==> src/rtl/dds_ctrl_pkg.sv <==
// Shared types and constants for the DDS increment slew controller.
package dds_ctrl_pkg;

  typedef enum logic [2:0] {
    IDLE,
    DWELL,
    STEP,
    SETTLE,
    RELOCK
  } state_e;

  localparam logic [31:0] DDS_DEFAULT_INCREMENT = 32'h3333_3333;
  localparam int          STEP_COUNT_WIDTH      = 16;
  localparam logic [STEP_COUNT_WIDTH-1:0] STEP_COUNT_MAX = '1;

endpackage

==> src/rtl/lock_qualifier.sv <==
// Synchronises an asynchronous PLL lock flag and qualifies it as stable only
// after LOCK_STABLE_CYCLES consecutive synchronised-high cycles.
module lock_qualifier #(
  parameter int LOCK_STABLE_CYCLES = 1024
) (
  input  logic clk,
  input  logic reset_in,
  input  logic i_async_locked,
  output logic o_synced_locked,
  output logic o_locked_q
);

  localparam int                CNT_W   = $clog2(LOCK_STABLE_CYCLES + 1);
  localparam logic [CNT_W-1:0]  CNT_MAX = CNT_W'(LOCK_STABLE_CYCLES);

  logic             r_sync_meta;
  logic             r_sync;
  logic [CNT_W-1:0] r_stable_cnt;
  logic             r_locked_q;

  // NOTE: sequential state uses non-blocking assignments so every register
  // samples pre-edge values, which keeps the two synchroniser stages distinct.
  always_ff @(posedge clk) begin
    if (reset_in) begin
      r_sync_meta  <= 1'b0;
      r_sync       <= 1'b0;
      r_stable_cnt <= '0;
      r_locked_q   <= 1'b0;
    end else begin
      r_sync_meta <= i_async_locked;
      r_sync      <= r_sync_meta;
      if (!r_sync) begin
        r_stable_cnt <= '0;
        r_locked_q   <= 1'b0;
      end else if (r_stable_cnt != CNT_MAX) begin
        r_stable_cnt <= r_stable_cnt + CNT_W'(1);
        r_locked_q   <= (r_stable_cnt == CNT_MAX - CNT_W'(1));
      end else begin
        r_locked_q <= 1'b1;
      end
    end
  end

  assign o_synced_locked = r_sync;
  assign o_locked_q      = r_locked_q;

endmodule

==> src/rtl/dds_slew_controller.sv <==
// Walks the DDS phase increment toward a requested target in bounded steps,
// dwelling between steps and pausing while the downstream PLL chain relocks.
module dds_slew_controller
  import dds_ctrl_pkg::*;
#(
  parameter int                   INC_WIDTH          = 32,
  parameter int                   DWELL_WIDTH        = 16,
  parameter logic [INC_WIDTH-1:0] DEFAULT_INCREMENT  = INC_WIDTH'(DDS_DEFAULT_INCREMENT),
  parameter int                   LOCK_STABLE_CYCLES = 1024
) (
  input  logic                        clk_ref,
  input  logic                        reset_in,
  input  logic [INC_WIDTH-1:0]        target_increment,
  input  logic [INC_WIDTH-1:0]        max_step,
  input  logic [DWELL_WIDTH-1:0]      dwell_cycles,
  input  logic                        go,
  input  logic                        abort,
  input  logic                        pll_locked,
  output logic [INC_WIDTH-1:0]        increment,
  output logic                        busy,
  output logic                        done,
  output logic                        lock_lost,
  output logic [STEP_COUNT_WIDTH-1:0] step_count
);

  state_e                      r_state,       w_state_next;
  logic [INC_WIDTH-1:0]        r_increment,   w_increment_next;
  logic [INC_WIDTH-1:0]        r_target,      w_target_next;
  logic [INC_WIDTH-1:0]        r_max_step,    w_max_step_next;
  logic [DWELL_WIDTH-1:0]      r_dwell,       w_dwell_next;
  logic [DWELL_WIDTH-1:0]      r_dwell_cnt,   w_dwell_cnt_next;
  logic [STEP_COUNT_WIDTH-1:0] r_step_count,  w_step_count_next;
  logic                        r_done,        w_done_next;
  logic                        r_lock_lost,   w_lock_lost_next;
  logic                        r_busy;

  logic                        w_sync_locked;
  logic                        w_locked_q;
  logic                        w_step_up;
  logic [INC_WIDTH-1:0]        w_dist;
  logic                        w_final_step;
  logic [INC_WIDTH-1:0]        w_step_value;

  lock_qualifier #(
    .LOCK_STABLE_CYCLES(LOCK_STABLE_CYCLES)
  ) u_lock_qualifier (
    .clk            (clk_ref),
    .reset_in       (reset_in),
    .i_async_locked (pll_locked),
    .o_synced_locked(w_sync_locked),
    .o_locked_q     (w_locked_q)
  );

  // Direction comes from an unsigned compare and the last step clamps to the
  // target, so the increment never wraps or overshoots.
  assign w_step_up    = (r_target > r_increment);
  assign w_dist       = w_step_up ? (r_target - r_increment) : (r_increment - r_target);
  assign w_final_step = (r_max_step == '0) || (w_dist <= r_max_step);
  assign w_step_value = w_final_step ? r_target
                      : (w_step_up ? (r_increment + r_max_step) : (r_increment - r_max_step));

  // NOTE: every signal written here gets its default first, so no path leaves
  // a value unassigned and no latch can be inferred.
  always_comb begin
    w_state_next      = r_state;
    w_increment_next  = r_increment;
    w_target_next     = r_target;
    w_max_step_next   = r_max_step;
    w_dwell_next      = r_dwell;
    w_dwell_cnt_next  = r_dwell_cnt;
    w_step_count_next = r_step_count;
    w_lock_lost_next  = r_lock_lost;
    w_done_next       = 1'b0;

    unique case (r_state)
      IDLE: begin
        if (go && !abort) begin
          w_target_next     = target_increment;
          w_max_step_next   = max_step;
          w_dwell_next      = dwell_cycles;
          w_lock_lost_next  = 1'b0;
          w_step_count_next = '0;
          if (target_increment == r_increment) begin
            w_done_next = 1'b1;
          end else begin
            w_state_next     = DWELL;
            w_dwell_cnt_next = dwell_cycles;
          end
        end
      end

      DWELL: begin
        if (abort) begin
          w_state_next = IDLE;
        end else if (!w_sync_locked) begin
          w_state_next     = RELOCK;
          w_lock_lost_next = 1'b1;
        end else if (r_dwell_cnt == '0) begin
          w_state_next = STEP;
        end else begin
          w_dwell_cnt_next = r_dwell_cnt - DWELL_WIDTH'(1);
        end
      end

      STEP: begin
        if (abort) begin
          w_state_next = IDLE;
        end else if (!w_sync_locked) begin
          w_state_next     = RELOCK;
          w_lock_lost_next = 1'b1;
        end else begin
          w_increment_next = w_step_value;
          if (r_step_count != STEP_COUNT_MAX) begin
            w_step_count_next = r_step_count + STEP_COUNT_WIDTH'(1);
          end
          if (w_final_step) begin
            w_state_next = SETTLE;
          end else begin
            w_state_next     = DWELL;
            w_dwell_cnt_next = r_dwell;
          end
        end
      end

      SETTLE: begin
        if (abort) begin
          w_state_next = IDLE;
        end else if (w_locked_q) begin
          w_state_next = IDLE;
          w_done_next  = 1'b1;
        end
      end

      RELOCK: begin
        if (abort) begin
          w_state_next = IDLE;
        end else if (w_locked_q) begin
          w_state_next     = DWELL;
          w_dwell_cnt_next = r_dwell;
        end
      end

      default: w_state_next = IDLE;
    endcase
  end

  always_ff @(posedge clk_ref) begin
    if (reset_in) begin
      r_state      <= IDLE;
      r_increment  <= DEFAULT_INCREMENT;
      r_target     <= DEFAULT_INCREMENT;
      r_max_step   <= '0;
      r_dwell      <= '0;
      r_dwell_cnt  <= '0;
      r_step_count <= '0;
      r_done       <= 1'b0;
      r_lock_lost  <= 1'b0;
      r_busy       <= 1'b0;
    end else begin
      r_state      <= w_state_next;
      r_increment  <= w_increment_next;
      r_target     <= w_target_next;
      r_max_step   <= w_max_step_next;
      r_dwell      <= w_dwell_next;
      r_dwell_cnt  <= w_dwell_cnt_next;
      r_step_count <= w_step_count_next;
      r_done       <= w_done_next;
      r_lock_lost  <= w_lock_lost_next;
      r_busy       <= (w_state_next != IDLE);
    end
  end

  assign increment  = r_increment;
  assign busy       = r_busy;
  assign done       = r_done;
  assign lock_lost  = r_lock_lost;
  assign step_count = r_step_count;

endmodule

==> config.mk <==
export PLATFORM = sky130hd
export DESIGN_NAME = dds_slew_controller
export DESIGN_NICKNAME = d
export VERILOG_FILES = /design/src/rtl/dds_ctrl_pkg.sv /design/src/rtl/lock_qualifier.sv /design/src/rtl/dds_slew_controller.sv
export SDC_FILE = /design/constraint.sdc
export NUM_CORES = 1
export LEC_CHECK = 0
export BUFFER_PORTS_ARGS = -buffer_cell sky130_fd_sc_hd__buf_2
export CORE_UTILIZATION = 60
export DETAILED_ROUTE_END_ITERATION = 10
export GPL_TIMING_DRIVEN = 0
export PLACE_DENSITY = 0.8
export SETUP_SLACK_MARGIN = 0.4
export SYNTH_ARGS = -nofsm -noshare
export SYNTH_HDL_FRONTEND = slang
export SYNTH_SLANG_ARGS = --single-unit
==> constraint.sdc <==
create_clock -name clk_ref -period 7.9 [get_ports clk_ref]
set_input_delay 0.79 -clock clk_ref [delete_from_list [all_inputs] [get_ports clk_ref]]
set_output_delay 0.79 -clock clk_ref [all_outputs]
set_load 0.005 [all_outputs]
==> impl_metrics.json, run 1 <==
{
  "finalHoldViolCount": 0,
  "yosysWarnings": 0,
  "ys.flop_type": "dfxtp_1",
  "min_period_ns": 7.339,
  "dp_worst_setup_slack_ns": -0.9133,
  "rsz0062_at_grt": "false",
  "synth-seq-area-share_pct": 24.38,
  "gr-max-usage-layer": "met2",
  "synth_fp_nets": 2032,
  "synth_common_cells": "245 x nand2_1, 242 x a21oi_1, 164 x dfxtp_1, 131 x ha_1, 122 x nor2_1",
  "die_area_mm2": 0.02305,
  "whs_endpoint": "u_lock_qualifier.o_synced_locked",
  "fin_skew_ns": 0.01737,
  "clk_latency_ns": 0.45,
  "dp_hpwl_mm": 38.82,
  "worstSetupEndpointType": "flip-flop",
  "rows": 54,
  "synthDistinctLibCells": 73,
  "die_h_um": 151.8,
  "postRouteAntennaNets": 0,
  "area_delta_synth_final_pct": 13.30,
  "root_buffer": "clkbuf_16",
  "yosysTopAreaCell": "dfxtp_1",
  "cts_sinks": 164,
  "ios": 136,
  "setup_ws_ns": 0.5615,
  "synth.most_common_cell": "nand2_1",
  "status": "complete, no violations",
  "grt_pass1_wl_mm": 75.60,
  "power.density_mw_per_mm2": 228.8,
  "die_w_um": 151.8,
  "grt_use_met3_pct": 9.983,
  "avgRoutedWirePerCell_um": 22.02,
  "finalCritPeriodShare_pct": 92.89,
  "overflow": 0,
  "path_clk_slew_ns": 0.09,
  "drive_gt1_share_pct": 11.40,
  "grt_use_met1_pct": 52.89,
  "regToRegSetupSlack_ns": 0.56,
  "syn-cell-area_mm2": 0.01347,
  "path_buf_inv": 6,
  "leakagePower_uw": 0.006465,
  "netlist_instances": 1813,
  "grt_pass1_vias": 13601,
  "fmax_mhz": 136.3,
  "r2r_cells": 25,
  "power_uw": 3491,
  "path_max_fanout": 10,
  "start_util_pct": 61.52,
  "max_cap_viol_count": 0,
  "timing.slew.headroom_pct": 35.19,
  "firstDrtPassIters": 7,
  "ys_ff_latch": 164,
  "worst_slew_pin_slew_ns": 0.9721,
  "cp.required_ns": 8.26,
  "vdd_drop_max_uv": 173.6,
  "synthTopCellsByArea": "dfxtp_1 24%, ha_1 12%, a21oi_1 9.0%, xnor2_1 7.1%, nand2_1 6.8%",
  "grt_max_degree": 22,
  "async_flop_share_pct": 0,
  "clockBufferDepth": 2,
  "holdPathStages": 1,
  "critical_path_depth": 25,
  "grt_usage_pct": 42.03,
  "crit_path_max_incr_delay_ns": 0.53,
  "layout.nets": 2188,
  "synth_edf_count": 0,
  "io_buffer_count": 134,
  "fill_cells": 1921,
  "arrival_ns": 7.70,
  "yosys.area.top_type_share_pct": 24.38,
  "wirelength_mm": 49.90,
  "cts-buffers-inserted": 17,
  "grtUsageMet2_pct": 66.36,
  "drv_slew": 0,
  "drt_iter0_markers": 1437,
  "coreArea_mm2": 0.02189,
  "startpoint_type": "flip-flop",
  "cp_slowest_cell": "dfxtp_1",
  "dr_total_vias": 14518,
  "cts_tree": "done",
  "cp_top_family": "compound AO/OA/AOI/OAI gates",
  "utilization_pct": 69.71,
  "reg2reg_to": "increment[29]",
  "vias_per_cell": 6.407,
  "worstHoldPathType": "reg2reg",
  "place.gp.congestion": 1.040,
  "hp-start": "u_lock_qualifier.r_sync_meta",
  "setup_viol": 0,
  "post-route-drc-count": 0,
  "r2r-start": "increment[22]",
  "path_class": "reg2reg",
  "avgSynthCellArea_um2": 7.429,
  "antenna_found_initial": 4,
  "htree_levels": 4
}
[power by group]
| group | internal [uW] | switching [uW] |
|---|---|---|
| combinational | 629 | 1070 |
| clock | 441 | 462 |
| sequential | 856 | 29.4 |
| total | 1930 | 1560 |
[cells by family after synthesis]
| group | synth area share (%) |
|---|---|
| AO/OA/AOI/OAI | 27.03 |
| AND/OR/NAND/NOR | 18.78 |
| buffers and inverters | 6.197 |
| flip-flops | 24.38 |
| XOR/XNOR | 9.690 |
| adder cells (fa/ha/maj) | 12.69 |
| multiplexers | 1.236 |
[worst max path at each step]
stage	endpoint	slack, ns	from
2_1_floorplan	increment[25]	2.06	increment[24]
3_3_place_gp	increment[30]	-0.95	increment[22]
3_5_place_dp	increment[30]	-0.91	increment[22]
4_1_cts	increment[23]	0.43	increment[22]
5_1_grt	increment[28]	0.39	increment[22]
6_report	increment[29]	0.56	increment[22]
[registers in the layout (all words and copies together), names as in the netlist, 3 cells and up]
register                       cells
r_dwell                           16
r_state                            3
r_target                          32
r_dwell_cnt                       16
step_count                        16
r_max_step                        32
u_lock_qualifier.r_stable_cnt     11
increment                         32
[what timing repair did]
item	in CTS	in global routing
gates cloned	0	0
hold buffers	0	0
pin swaps	1	2
gates resized for setup	20	11
setup buffers	0	3
endpoints found under the setup margin	50	50
[layout by cell type (no fill, tap or decap), drive strengths merged, types with 36 or more instances in the layout]
| cell | count |
|---|---|
| o211ai | 36 |
| a21oi | 245 |
| xor2 | 40 |
| buf | 153 |
| xnor2 | 109 |
| clkbuf | 94 |
| ha | 131 |
| nand2 | 245 |
| nor2 | 122 |
| a21o | 55 |
| o21ai | 83 |
| inv | 127 |
| dfxtp | 164 |
[routing by layer]
layer	up-vias	wire (um)
met5	-	13
met4	2	3053
met3	211	5540
met2	843	21730
met1	6703	19560
li1	6759	-
[through the flow]
step	instance area (um^2)	instances	hold slack [ns]	TNS, ns
after floorplan	13470	1813	0.4138	0
after global placement	14490	2227	0.4424	-22.37
after detailed placement	14490	2227	0.4486	-19.99
after CTS	15180	2259	0.4597	0
after global routing	15250	2262	0.4681	0
final	15260	2266	0.4580	0
[final cells by class]
cell class	instances	area, um^2	share of cell area [%]
antenna	4	10.01	0.06560
buffer	94	405.4	2.657
clock buffer	17	425.4	2.788
clock inverter	15	216.5	1.419
inverter	121	454.2	2.976
multi-input combinational	1434	9422	61.74
sequential	164	3283	21.52
tap	280	350.3	2.296
timing repair buffer	137	693.2	4.542
(Power assumes the default switching activity.)
==> inputs of run 2 (changes only) <==
CORE_UTILIZATION = 61   (was 60)
HOLD_SLACK_MARGIN = 0.03   (was not set)
PLACE_DENSITY = 0.81   (was 0.8)
==> impl_metrics.json, run 2 (synthesis gave the netlist of run 1 again) <==
{
  "status": "complete, no violations",
  "setup_ws_ns": 0.4826,
  "drt_iter0_markers": 1430,
  "die_area_mm2": 0.02268,
  "place.gp.congestion": 1.074,
  "startpoint_type": "flip-flop",
  "grt_usage_pct": 42.80,
  "area_delta_synth_final_pct": 13.17,
  "setup_viol": 0,
  "layout.nets": 2188,
  "coreArea_mm2": 0.02135,
  "p_sw_uw": 1562,
  "vdd_drop_max_uv": 144.0,
  "clk_latency_ns": 0.45,
  "fmax_mhz": 134.8,
  "overflow": 0,
  "io_buffer_count": 134,
  "leakagePower_uw": 0.006467,
  "finalHoldViolCount": 0,
  "crit_path_max_incr_delay_ns": 0.52,
  "cts.hold.buffers_added": 0,
  "clockBufferDepth": 2,
  "p_int_uw": 1921,
  "cts_tree": "done",
  "drv_slew": 0,
  "seqPwrFrac_pct": 25.4,
  "vias_per_cell": 6.435,
  "drive_gt1_share_pct": 11.45,
  "cp_slowest_cell": "dfxtp_1",
  "power.density_mw_per_mm2": 228.5,
  "cp.required_ns": 8.26,
  "grt_pass1_wl_mm": 73.09,
  "avgRoutedWirePerCell_um": 21.67,
  "root_buffer": "clkbuf_16",
  "timing.slew.headroom_pct": 33.78,
  "final_common_cell": "nand2_1",
  "path_max_fanout": 10,
  "finalCritPeriodShare_pct": 93.89,
  "die_h_um": 150.6,
  "pwr-share-comb_pct": 49.1,
  "grt_max_degree": 21,
  "die_w_um": 150.6,
  "p_sw_share_pct": 44.84,
  "max_cap_viol_count": 0,
  "worst_slew_pin_slew_ns": 0.9933,
  "start_util_pct": 63.07,
  "grt_pass1_vias": 13268,
  "cts-buffers-inserted": 17,
  "worstHoldPathType": "reg2reg",
  "dp_hpwl_mm": 37.55,
  "arrival_ns": 7.78,
  "min_period_ns": 7.417,
  "post-route-drc-count": 0,
  "path_class": "reg2reg",
  "rows": 53,
  "fin_hold_ws_ns": 0.4558,
  "postRouteAntennaNets": 0,
  "clock_power_share_pct": 25.5,
  "wirelength_mm": 48.98,
  "dr_total_vias": 14543,
  "firstDrtPassIters": 7,
  "rsz0062_at_grt": "true",
  "final_cell_mix": "245 x nand2_1, 242 x a21oi_1, 164 x dfxtp_1",
  "worstSetupEndpointType": "flip-flop",
  "htree_levels": 4,
  "antenna_found_initial": 5,
  "dp_worst_setup_slack_ns": -0.7941,
  "path_clk_slew_ns": 0.08,
  "fin_skew_ns": 0.01564,
  "ios": 136,
  "cts_sinks": 164
}
-- run 2: cell count changes in the layout (fill, tap and decap cells not counted), sizes merged --
| cell | previous run | this run |
|---|---|---|
| clkinv | 9 | 8 |
| diode | 4 | 3 |
| inv | 127 | 128 |
-- run 2: routing by layer --
layer / wire, um / up-vias / part of all wire, % / global-route usage (%)
li1: - / 6740 / - / -
met1: 19490 / 6744 / 40 / 53.71
met2: 21570 / 868 / 44 / 67.95
met3: 5128 / 187 / 10 / 10.33
met4: 2767 / 4 / 5.6 / 21.95
met5: 20 / - / 0.041 / 0
-- run 2: critical path: cells and delay by family, from the launching register on --
kind	cells	cell delay, ns
buf+inv	6	1.85
fa+ha+maj	2	0.66
xor+xnor	1	0.15
simple gates	7	1.63
flops	1	0.52
compound gates	9	2.48
-- run 2: cell type report --
class                   count  area [um^2]
clock inverters            15        193.9
diodes                      3        7.507
plain buffers              94        405.4
inverters                 121        454.2
repair buffers            137        693.2
well taps                 275        344.1
multi-input cells        1434         9435
fillers                  1887         6111
clock buffers              17        425.4
flip-flops and latches    164         3283
-- run 2: worst paths after layout --
path                                start  slack, ns                                to  cells after the start
max reg2reg                 increment[23]       0.48                     increment[31]                     25
min reg2reg  u_lock_qualifier.r_sync_meta       0.46  u_lock_qualifier.o_synced_locked                      1
min          u_lock_qualifier.r_sync_meta       0.46  u_lock_qualifier.o_synced_locked                      1
max                         increment[23]       0.48                     increment[31]                     25
-- run 2: what timing repair did --
action / 4_1_cts / 5_1_grt
resized for setup: 19 / 16
setup endpoints to repair: 50 / 50
pin swaps: 0 / 1
setup buffers: 0 / 3
-- run 2: power by group through the flow --
| stage | Combinational [uW] | Sequential, uW | Clock [uW] |
|---|---|---|---|
| floorplan | 1120 | 893 | 0 |
| global placement | 1550 | 901 | 0 |
| detailed placement | 1570 | 902 | 0 |
| CTS | 1600 | 883 | 884 |
| global route | 1820 | 888 | 921 |
| finish | 1710 | 885 | 888 |
-- run 2: per-stage QoR --
step / area (um^2) / power, uW / instances / utilization (%) / setup TNS, ns
after global placement: 14480 / 2453 / 2222 / 67.82 / -17.31
after detailed placement: 14480 / 2477 / 2222 / 67.82 / -15.36
after global routing: 15230 / 3626 / 2257 / 71.35 / 0
after floorplan: 13470 / 2009 / 1813 / - / 0
final: 15240 / 3483 / 2260 / 71.38 / 0
after CTS: 15150 / 3371 / 2254 / 70.94 / 0
==> inputs of run 3 (changes only) <==
CORE_MARGIN = 5   (was not set)
==> impl_metrics.json, run 3 (synthesis gave the netlist of run 1 again) <==
{
  "status": "complete, no violations",
  "final_cell_mix": "245 x nand2_1, 242 x a21oi_1, 164 x dfxtp_1",
  "area_delta_synth_final_pct": 12.78,
  "min_period_ns": 7.425,
  "worstHoldPathType": "reg2reg",
  "cp_slowest_cell": "nor4_1",
  "fmax_mhz": 134.7,
  "max_cap_viol_count": 0,
  "startpoint_type": "flip-flop",
  "cp.required_ns": 8.26,
  "grt_max_degree": 20,
  "rsz0062_at_grt": "true",
  "regToRegSetupSlack_ns": 0.48,
  "io_buffer_count": 134,
  "grt_usage_pct": 38.29,
  "dp_hpwl_mm": 38.48,
  "power.density_mw_per_mm2": 225.4,
  "start_util_pct": 61.90,
  "cts_sinks": 164,
  "r2r_cells": 24,
  "die_w_um": 158.6,
  "cts.hold.buffers_added": 0,
  "cts-buffers-inserted": 17,
  "fill_cells": 1927,
  "wirelength_mm": 48.81,
  "fin_skew_ns": 0.01688,
  "cts_tree": "done",
  "post-route-drc-count": 0,
  "path_class": "reg2reg",
  "path_clk_slew_ns": 0.08,
  "setup_viol": 0,
  "worstSetupEndpointType": "flip-flop",
  "layout.nets": 2188,
  "final_common_cell": "nand2_1",
  "dpl_cell_area_mm2": 0.01449,
  "clockBufferDepth": 2,
  "fin_hold_ws_ns": 0.4415,
  "drt_iter0_markers": 1451,
  "overflow": 0,
  "dr_total_vias": 14452,
  "drv_slew": 0,
  "root_buffer": "clkbuf_16",
  "finish.instance_area_mm2": 0.01519,
  "grt_pass1_wl_mm": 74.69,
  "timing.slew.headroom_pct": 33.62,
  "timing.setup.tns_ns": 0,
  "place.gp.congestion": 1.007,
  "critical_path_depth": 24,
  "path_max_fanout": 10,
  "holdPathStages": 1,
  "avgRoutedWirePerCell_um": 21.57,
  "path_buf_inv": 6,
  "ios": 136,
  "path_cells": "inv_1, ha_1, clkbuf_1, nand4_1, nor3_2, and4_1, o31ai_1, a22oi_1, buf_2, buf_2, clkbuf_2, o21ai_0, o31ai_1, xor2_1, ha_1, nand3_1, nor4_1, nand4_1, o21bai_1, o211a_1, nor2_4, buf_2, a21oi_1, a211oi_1",
  "drive_gt1_share_pct": 11.25,
  "worst_slew_pin_slew_ns": 0.9957,
  "die_h_um": 158.6,
  "crit_path_max_incr_delay_ns": 0.54,
  "critPathCapture": "increment[15]",
  "cp_top_family": "simple AND/OR/NAND/NOR gates",
  "vdd_drop_max_uv": 154.1,
  "die_area_mm2": 0.02515,
  "postRouteAntennaNets": 0,
  "finalHoldViolCount": 0,
  "crit_path_frequent_cell": "buf_2",
  "arrival_ns": 7.78,
  "htree_levels": 4,
  "critPathLaunch": "increment[23]",
  "coreArea_mm2": 0.02176,
  "r2r-start": "increment[23]",
  "reg2reg_to": "increment[15]",
  "antenna_found_initial": 5,
  "rows": 54,
  "leakagePower_uw": 0.006444,
  "vias_per_cell": 6.386,
  "grt_pass1_vias": 13648,
  "finalCritPeriodShare_pct": 93.99,
  "clk_latency_ns": 0.45,
  "firstDrtPassIters": 6
}
-- run 3: final cells by class --
class                   count  area (um^2)  share of cell area [%]
multi-input cells        1434         9409                   61.94
plain buffers              94        392.9                   2.586
diodes                      1        2.502                 0.01647
repair buffers            137        693.2                   4.563
clock buffers              17        425.4                   2.801
clock inverters            15        178.9                   1.178
flip-flops and latches    164         3283                   21.61
inverters                 121        454.2                   2.990
well taps                 280        350.3                   2.306
-- run 3: worst min-delay path by stage --
stage                                      start  slack (ns)                                to
floorplan           u_lock_qualifier.r_sync_meta        0.41  u_lock_qualifier.o_synced_locked
global placement    u_lock_qualifier.r_sync_meta        0.42  u_lock_qualifier.o_synced_locked
detailed placement  u_lock_qualifier.r_sync_meta        0.42  u_lock_qualifier.o_synced_locked
CTS                 u_lock_qualifier.r_sync_meta        0.44  u_lock_qualifier.o_synced_locked
global route        u_lock_qualifier.r_sync_meta        0.46  u_lock_qualifier.o_synced_locked
finish              u_lock_qualifier.r_sync_meta        0.44  u_lock_qualifier.o_synced_locked
-- run 3: power breakdown --
group          switching [uW]  total (uW)  internal (uW)
sequential               28.1         884            856
combinational            1040        1670            625
clock                     441         871            430
total                    1510        3420           1910
-- run 3: per-layer routing --
layer / share of wire [%] / vias up / global-route usage [%]
met5: 0.090 / - / 0
met4: 5.1 / 8 / 17.22
met3: 12 / 165 / 8.399
met2: 44 / 851 / 61.37
met1: 39 / 6682 / 49.39
li1: - / 6746 / -
-- run 3: timing repair --
item	4_1_cts	5_1_grt
pin swaps	1	0
setup buffers	3	0
gates resized for setup	12	12
setup endpoints to repair	50	45
-- run 3: through the flow --
step | total power, uW | cells | util [%] | worst slack, ns
3_5_place_dp | 2461 | 2227 | 66.60 | -0.3923
5_1_grt | 3588 | 2262 | 69.81 | 0.3969
3_3_place_gp | 2436 | 2227 | 66.60 | -0.3442
2_1_floorplan | 2009 | 1813 | - | 2.058
4_1_cts | 3352 | 2262 | 69.62 | 0.4735
6_report | 3424 | 2263 | 69.82 | 0.4751
